==> src/rtl/pc_ctrl_pkg.sv <==
// Shared types for the fetch-stage PC redirect controller: FSM states,
// redirect sources (numeric value doubles as priority) and the pending entry.
package pc_ctrl_pkg;

    localparam int unsigned XLEN = 32;

    typedef enum logic [1:0] {
        ST_BOOT = 2'd0,
        ST_RUN  = 2'd1,
        ST_HOLD = 2'd2
    } state_t;

    typedef enum logic [2:0] {
        RD_SEQ  = 3'd0,
        RD_PRED = 3'd1,
        RD_JUMP = 3'd2,
        RD_MISP = 3'd3,
        RD_TRAP = 3'd4
    } src_t;

    typedef struct packed {
        logic            valid;
        src_t            src;
        logic [XLEN-1:0] target;
    } pend_t;

    // Flushes caused by accepting a redirect of the given source: {flush_d, flush_e}.
    function automatic logic [1:0] src_flush(input src_t src);
        logic [1:0] fl;
        fl = 2'b00;
        case (src)
            RD_TRAP, RD_MISP: fl = 2'b11;
            RD_JUMP:          fl = 2'b10;
            default:          fl = 2'b00;
        endcase
        return fl;
    endfunction

endpackage

==> src/rtl/redirect_prio_sel.sv <==
// Combinational redirect picker.
// Inputs : pc, the four redirect requests with targets, the pending entry.
// Outputs: winning source and target, whether the winner is a fresh request,
//          and the decode/execute flushes caused by accepting it.
module redirect_prio_sel
    import pc_ctrl_pkg::*;
(
    input  logic [XLEN-1:0] pc,
    input  logic            pred_taken,
    input  logic [XLEN-1:0] pred_target,
    input  logic            jump,
    input  logic [XLEN-1:0] jump_target,
    input  logic            mispred,
    input  logic [XLEN-1:0] correct_pc,
    input  logic            trap,
    input  logic [XLEN-1:0] trap_vector,
    input  pend_t           pending,
    output src_t            win_src,
    output logic [XLEN-1:0] win_target,
    output logic            win_is_new,
    output logic            flush_d,
    output logic            flush_e
);

    src_t            new_src;
    logic [XLEN-1:0] new_target;

    // Highest-priority fresh request; SEQ (pc+4, wrapping) when nothing is asserted.
    always_comb begin
        new_src    = RD_SEQ;
        new_target = pc + XLEN'(4);
        if (trap) begin
            new_src    = RD_TRAP;
            new_target = trap_vector;
        end else if (mispred) begin
            new_src    = RD_MISP;
            new_target = correct_pc;
        end else if (jump) begin
            new_src    = RD_JUMP;
            new_target = jump_target;
        end else if (pred_taken) begin
            new_src    = RD_PRED;
            new_target = pred_target;
        end
    end

    // A fresh request of equal priority replaces the pending one; only a
    // strictly higher pending entry survives. Pending entries never re-flush.
    always_comb begin
        win_src    = new_src;
        win_target = new_target;
        win_is_new = 1'b1;
        if (pending.valid && (pending.src > new_src)) begin
            win_src    = pending.src;
            win_target = pending.target;
            win_is_new = 1'b0;
        end
        {flush_d, flush_e} = win_is_new ? src_flush(win_src) : 2'b00;
    end

endmodule

==> src/rtl/pc_redirect_ctrl.sv <==
// Fetch-stage PC sequencing controller: boot sequence, redirect priority,
// stall buffering of redirects and decode/execute flush generation.
// Ports: iClk/iRstN clock and async active-low reset; iPC current PC;
//        iStallF fetch stall; redirect requests/targets (pred, jump,
//        mispredict, trap); oPCEn/oNextPC PC register load; oFlushD/oFlushE
//        pipeline squashes; oBooting high during the boot hold.
module pc_redirect_ctrl
    import pc_ctrl_pkg::*;
#(
    parameter logic [31:0] RESET_VECTOR = 32'h0000_0000,
    parameter int unsigned BOOT_CYCLES  = 2
) (
    input  logic        iClk,
    input  logic        iRstN,
    input  logic [31:0] iPC,
    input  logic        iStallF,
    input  logic        iPredTakenF,
    input  logic [31:0] iPredTargetF,
    input  logic        iJumpD,
    input  logic [31:0] iJumpTargetD,
    input  logic        iMispredE,
    input  logic [31:0] iCorrectPCE,
    input  logic        iTrap,
    input  logic [31:0] iTrapVector,
    output logic        oPCEn,
    output logic [31:0] oNextPC,
    output logic        oFlushD,
    output logic        oFlushE,
    output logic        oBooting
);

    localparam int unsigned CNT_W = (BOOT_CYCLES > 1) ? $clog2(BOOT_CYCLES) : 1;
    localparam logic [CNT_W-1:0] CNT_LAST = CNT_W'(BOOT_CYCLES - 1);

    state_t           state, state_nxt;
    logic [CNT_W-1:0] cnt, cnt_nxt;
    pend_t            pend, pend_nxt;

    src_t             sel_src;
    logic [XLEN-1:0]  sel_target;
    logic             sel_is_new;
    logic             sel_flush_d;
    logic             sel_flush_e;

    redirect_prio_sel u_sel (
        .pc          (iPC),
        .pred_taken  (iPredTakenF),
        .pred_target (iPredTargetF),
        .jump        (iJumpD),
        .jump_target (iJumpTargetD),
        .mispred     (iMispredE),
        .correct_pc  (iCorrectPCE),
        .trap        (iTrap),
        .trap_vector (iTrapVector),
        .pending     (pend),
        .win_src     (sel_src),
        .win_target  (sel_target),
        .win_is_new  (sel_is_new),
        .flush_d     (sel_flush_d),
        .flush_e     (sel_flush_e)
    );

    // State, boot counter and pending entry.
    always_ff @(posedge iClk or negedge iRstN) begin
        if (!iRstN) begin
            state <= ST_BOOT;
            cnt   <= '0;
            pend  <= '0;
        end else begin
            state <= state_nxt;
            cnt   <= cnt_nxt;
            pend  <= pend_nxt;
        end
    end

    // Next-state and PC-load/flush decision.
    always_comb begin
        state_nxt = state;
        cnt_nxt   = cnt;
        pend_nxt  = pend;
        oPCEn     = 1'b0;
        oNextPC   = RESET_VECTOR;
        oFlushD   = 1'b1;
        oFlushE   = 1'b1;
        oBooting  = 1'b1;

        case (state)
            ST_BOOT: begin
                // Gate with reset so a one-cycle boot cannot load while held in reset.
                if (cnt == CNT_LAST) begin
                    oPCEn     = iRstN;
                    state_nxt = ST_RUN;
                end else begin
                    cnt_nxt = cnt + CNT_W'(1);
                end
            end

            ST_RUN, ST_HOLD: begin
                oBooting = 1'b0;
                oNextPC  = sel_target;
                oFlushD  = sel_flush_d;
                oFlushE  = sel_flush_e;
                if (iStallF) begin
                    // Pending is empty in RUN, so the winner here is always a fresh request.
                    if (sel_src != RD_SEQ) begin
                        pend_nxt.valid  = 1'b1;
                        pend_nxt.src    = sel_src;
                        pend_nxt.target = sel_target;
                        state_nxt       = ST_HOLD;
                    end
                end else begin
                    oPCEn     = 1'b1;
                    pend_nxt  = '0;
                    state_nxt = ST_RUN;
                end
            end

            default: begin
                state_nxt = ST_BOOT;
                cnt_nxt   = '0;
                pend_nxt  = '0;
            end
        endcase
    end

    logic unused_ok;
    assign unused_ok = sel_is_new;

endmodule

==> config.mk <==
export PLATFORM = sky130hd
export DESIGN_NAME = pc_redirect_ctrl
export DESIGN_NICKNAME = d
export VERILOG_FILES = /design/src/rtl/pc_ctrl_pkg.sv /design/src/rtl/redirect_prio_sel.sv /design/src/rtl/pc_redirect_ctrl.sv
export SDC_FILE = /design/constraint.sdc
export NUM_CORES = 1
export LEC_CHECK = 0
export CORE_MARGIN = 5
export CORE_UTILIZATION = 45
export DETAILED_ROUTE_END_ITERATION = 10
export GPL_ROUTABILITY_DRIVEN = 1
export PLACE_DENSITY = 0.87
export SYNTH_ARGS = -nofsm -noshare
export SYNTH_HDL_FRONTEND = slang
export SYNTH_HIERARCHICAL = 1
export SYNTH_SLANG_ARGS = --single-unit
==> constraint.sdc <==
create_clock -name iClk -period 6.5 [get_ports iClk]
set_input_delay 1.3 -clock iClk [delete_from_list [all_inputs] [get_ports iClk]]
set_output_delay 1.3 -clock iClk [all_outputs]
set_load 0.02 [all_outputs]
# Word-level counts from Yosys, hierarchy flattened

Index checks and enable logic that the tools add are counted.

$add $sub $neg: 2
Magnitude comparators: 1
Eq/ne operators: 7
Multiplexer cells: 28
Bitwise logic cells: 1
Reduce and logical (&&, ||, !) cells: 7

Operators by type and width:

| cell                  | number |
|---|---|
| $mux 32               | 6 |
| $mux 36               | 2 |
| $pmux 36 s2           | 1 |
| $add 32x3->32 const B | 1 |
| $mux 3                | 4 |
| $mux 2                | 4 |
| $pmux 2 s2            | 2 |
| $mux 1                | 7 |
| $eq 3x2->1 const B    | 2 |
| $pmux 1 s2            | 2 |
| $reduce_and 2->1      | 2 |
| $reduce_or 2->1       | 2 |
| $eq 3x3->1 const B    | 1 |
| $gt 3x3->1            | 1 |
| $ne 3x3->1 const B    | 1 |
| $reduce_bool 3->1     | 1 |
| $eq 2x1->1 const B    | 1 |
| $eq 2x2->1 const B    | 1 |
| $logic_not 2->1       | 1 |
| $ne 2x2->1 const B    | 1 |
| $add 1x1->1 const B   | 1 |
| $logic_and 1x1->1     | 1 |
| $not 1->1             | 1 |

Register bits after elaboration: 39
Word-level logic and storage cells: 51

# Logic depth before layout (Yosys ltp)

Word-level depth: 12
Mapped depth: 16

# By module

Netlist, hierarchy kept.

Modules (own cells, without submodules):

| module            | instances | cells an instance | area each (µm²) | seq. area each (µm²) |
|---|---|---|---|---|
| redirect_prio_sel | 1         | 405               | 2432.3          | 0.0 |
| pc_redirect_ctrl  | 1         | 149               | 1795.5          | 975.9 |

# Worst setup path before layout

OpenSTA, ideal clock, no wires.

Path type: input port to output port
Start point: in iTrap
End point: out oNextPC[20]
Arrival: 3.985 ns
Data required time: 5.200 ns
Path slack: 1.215 ns
Cell stages on the path: 13
Path buffers: 3
Path through: inv_1 -> clkbuf_1 -> clkbuf_1 -> o21ai_0 -> ha_1 -> nor2b_1 -> nor3_1 -> nor2_1 -> inv_2 -> clkbuf_1 -> o221ai_1 -> a32oi_1 -> and2_1

Longest elaborated chain between the ends: 5
Elaborated cells between the ends (all ways): 6

RTL lines:

| what               | RTL line                | RTL |
|---|---|---|
| from (decl)        | pc_redirect_ctrl.sv:23  | `input logic iTrap,` |
| $mux 3             | redirect_prio_sel.sv:32 | `if (trap) begin` |
| $gt 3x3->1         | redirect_prio_sel.sv:53 | `if (pending.valid && (pending.src > new_src)) begin` |
| $logic_and 1x1->1  | redirect_prio_sel.sv:53 |  |
| $mux 32 *          | redirect_prio_sel.sv:53 |  |
| net sel_target[20] | pc_redirect_ctrl.sv:40  | `logic [XLEN-1:0] sel_target;` |
| $mux 32 *          | pc_redirect_ctrl.sv:87  | `case (state)` |
| to (decl)          | pc_redirect_ctrl.sv:26  | `output logic [31:0] oNextPC,` |

Mark *: on every way through the listed nets, which the timed path passes. The rest lies on a longest branch.

# Worst setup path after layout

Start point: in iTrap
End point: out oNextPC[3]

Same word-level chain as after synthesis.

==> out/results.ini <==
[outcome]
outcome=finished clean

[cells_and_area]
area_growth_pct=51.5
final_cell_mix=clkdlybuf4s50_1, nand2_1, dfrtp_1
fin_nets=905
n_antenna_cell=0
final_common_cell=clkdlybuf4s50_1
drive_gt1_share_pct=5.59

[min_path]
hp-class=reg2reg
holdPathStages=1
worstHoldStart=pend[30]
hold_path_end=pend[30]

[yosys]
async_flop_share_pct=100
synth_fp_nets=727
synth_seq_cells=39
synth_area_leader_cell=dfrtp_1
ys_warn_count=6
synth.top_cell.area_share_pct=23.1
synth_cell_types=65
synth_ff_type=dfrtp_1
syn_avg_cell_area_sq_um=7.63
synth_area_leaders=dfrtp_1, a22o_1, and2_1
synth_edf_count=0
synthesis.area_sq_um=4230
syn-instance-count=554
ys_seq_area_share_pct=23.1

[critical_path]
required_ps=5200
reg2regPathDepth=9
setup.worst_path.end_class=output pin
crit_arrival_ps=4930
ff2ff_setup_slack_ps=2780
criticalPathCategory=in2out
cp-start-kind=input pin
r2r-end=pend[1]
cp_max_fo=23
r2r_start=pend[33]

[floorplanning]
die_h_um=107
dieArea_sq_um=11400
fp-row-count=35
initial_utilization_pct=46.0
die_x_um=107
ios=203
core_area_sq_um=9200

[timing]
whs_ps=511
max_freq_mhz=160
fin_crit_sh_pct=95.9
worst_slack_ps=267
slew_headroom_pct=25.7
setup_tns_ps=0
timing_hold_violations_final=0
rsz0062_at_grt=no
drv_slew=0
worst_pin_slew_ps=1110
finalSetupViolCount=0
fin_skew_ps=3.78
period_needed_ps=6230

[clocking]
clk_latency_ps=300
clock_path_buffers=2
cts_tree=built
htreeDepth=2
hold_buffers=0
cts.sinks=39
clock-root-buffer=clkbuf_8
cts_buffers=5
path_clk_slew_ps=80

[route]
drt_iter0_drc=632
vias=5501
routed_wl_um=18300
antenna_left=0
drtPass1Iterations=5
route.detailed.drc=0
routedWlPerCell_um=21.7
via_per_inst=6.52

[placed_design]
numPortBuffers=202
dp_hpwl_um=13600
dp_slack_ps=400
place.gp.congestion=0.965

[grt]
antenna_found_initial=0
grt_pass1_wl_um=28300
first_global_vias=5413
grt_max_degree=50
track_usage_pct=31.0
gr-total-overflow=0

[pwr]
clkPwrFrac_pct=12.8
max-vdd-ir-drop_mv=0.202
leakage_nw=2.56
seq_power_share_pct=21.2
power_density_nw_per_um2=304
sw_frac_of_total_pct=44.3
pwr-share-comb_pct=66.1
p_sw_mw=0.862
p_int_mw=1.08

[job]
maxCapViolations=0

## cell type report
cell class,instances,area [sq um]
Fill cell,759,2790
Clock buffer,5,68.8
Timing Repair Buffer,218,2130
Clock inverter,3,67.6
Tap cell,111,139
Sequential cell,39,976
Inverter,25,93.8
Multi-Input combinational cell,443,2930
## Yosys cell counts, types with 4 or more instances
cell      instances
and4_1            5
a221o_1           9
a221oi_1         10
o31ai_1           7
a211oi_1         10
inv_1            23
clkbuf_1         33
nand2b_1          9
o221ai_1          6
mux2i_1          13
or3_1             5
buf_1             4
nor2_1           26
a31oi_1          11
nand3_1          14
dfrtp_1          39
nand4_1          12
xor2_1            7
o21ai_0          36
o21a_1            4
xnor2_1          10
a21oi_1          36
a22o_1           31
nor2b_1           5
ha_1              6
and3_1            4
nand2_1          49
buf_6             7
nor4_1           15
o22ai_1           4
o22a_1            8
nor3_1           12
and2_1           38
## cells by family (layout without fill, tap and decap cells)
logic type                 count (synthesis)  after routing  share of synthesized area (%)
AOI/OAI and AO/OA                        200            200                           33.9
xor gates and xnor gates                  17             17                           3.52
adders and majority gates                  6              6                           1.78
buffers and inverters                     72            251                           7.72
DFF                                       39             39                           23.1
muxes                                     14             14                           3.34
and+or+nand+nor                          206            206                           26.7
## power groups by stage
| stage | Clock, mW | Sequential, mW | Combinational [mW] |
|---|---|---|---|
| global route | 0.259 | 0.424 | 1.37 |
| global placement | 0 | 0.410 | 1.23 |
| detailed placement | 0 | 0.410 | 1.27 |
| CTS | 0.248 | 0.410 | 1.28 |
| finish | 0.248 | 0.412 | 1.29 |
| floorplan | 0 | 0.394 | 0.770 |
## flip-flops by register name, summed over array words and instances, names as in the netlist
name   cells
cnt        1
pend      36
state      2
## worst max-delay path by stage
stage | startpoint | end | slack, ps
floorplan | iTrap | oNextPC[20] | 1210
global placement | iTrap | oNextPC[18] | 580
detailed placement | iTrap | oNextPC[18] | 400
CTS | iTrap | oNextPC[18] | 280
global route | iTrap | oNextPC[20] | 50
finish | iTrap | oNextPC[3] | 270
## worst max-delay path, cell delays in order
cell and delay [ps]:
clkdlybuf4s50_1 460, inv_1 160, o21ai_0 170, ha_1 350, nand3_1 130, o211ai_1 260, nor2_2 180, inv_2 380
buf_4 300, o21ai_0 150, o21ai_0 300, and2_1 170, clkdlybuf4s50_1 610
## routing by layer
metal  GRT usage (%)  part of all wire [%]  vias to the layer above
met1            40.5                    38                     2564
met5               0                     0                        -
met3            6.62                    12                       57
met2            51.3                    46                      417
li1                -                     -                     2463
met4            9.68                   3.4                        0
## repair_timing
item | 4_1_cts | 5_1_grt
endpoints found under the setup margin | 0 | 1
gates resized for setup | 0 | 1
buffers inserted | 0 | 0
## stage by stage
step / instance area, sq um / utilization, % / power [mW] / std cells
3_5_place_dp: 6270 / 68.2 / 1.68 / 836
5_1_grt: 6410 / 69.7 / 2.05 / 844
3_3_place_gp: 6270 / 68.2 / 1.64 / 836
2_1_floorplan: 4230 / - / 1.16 / 554
4_1_cts: 6400 / 69.6 / 1.93 / 844
6_report: 6410 / 69.7 / 1.95 / 844
Power figures use the tool's default switching activity.
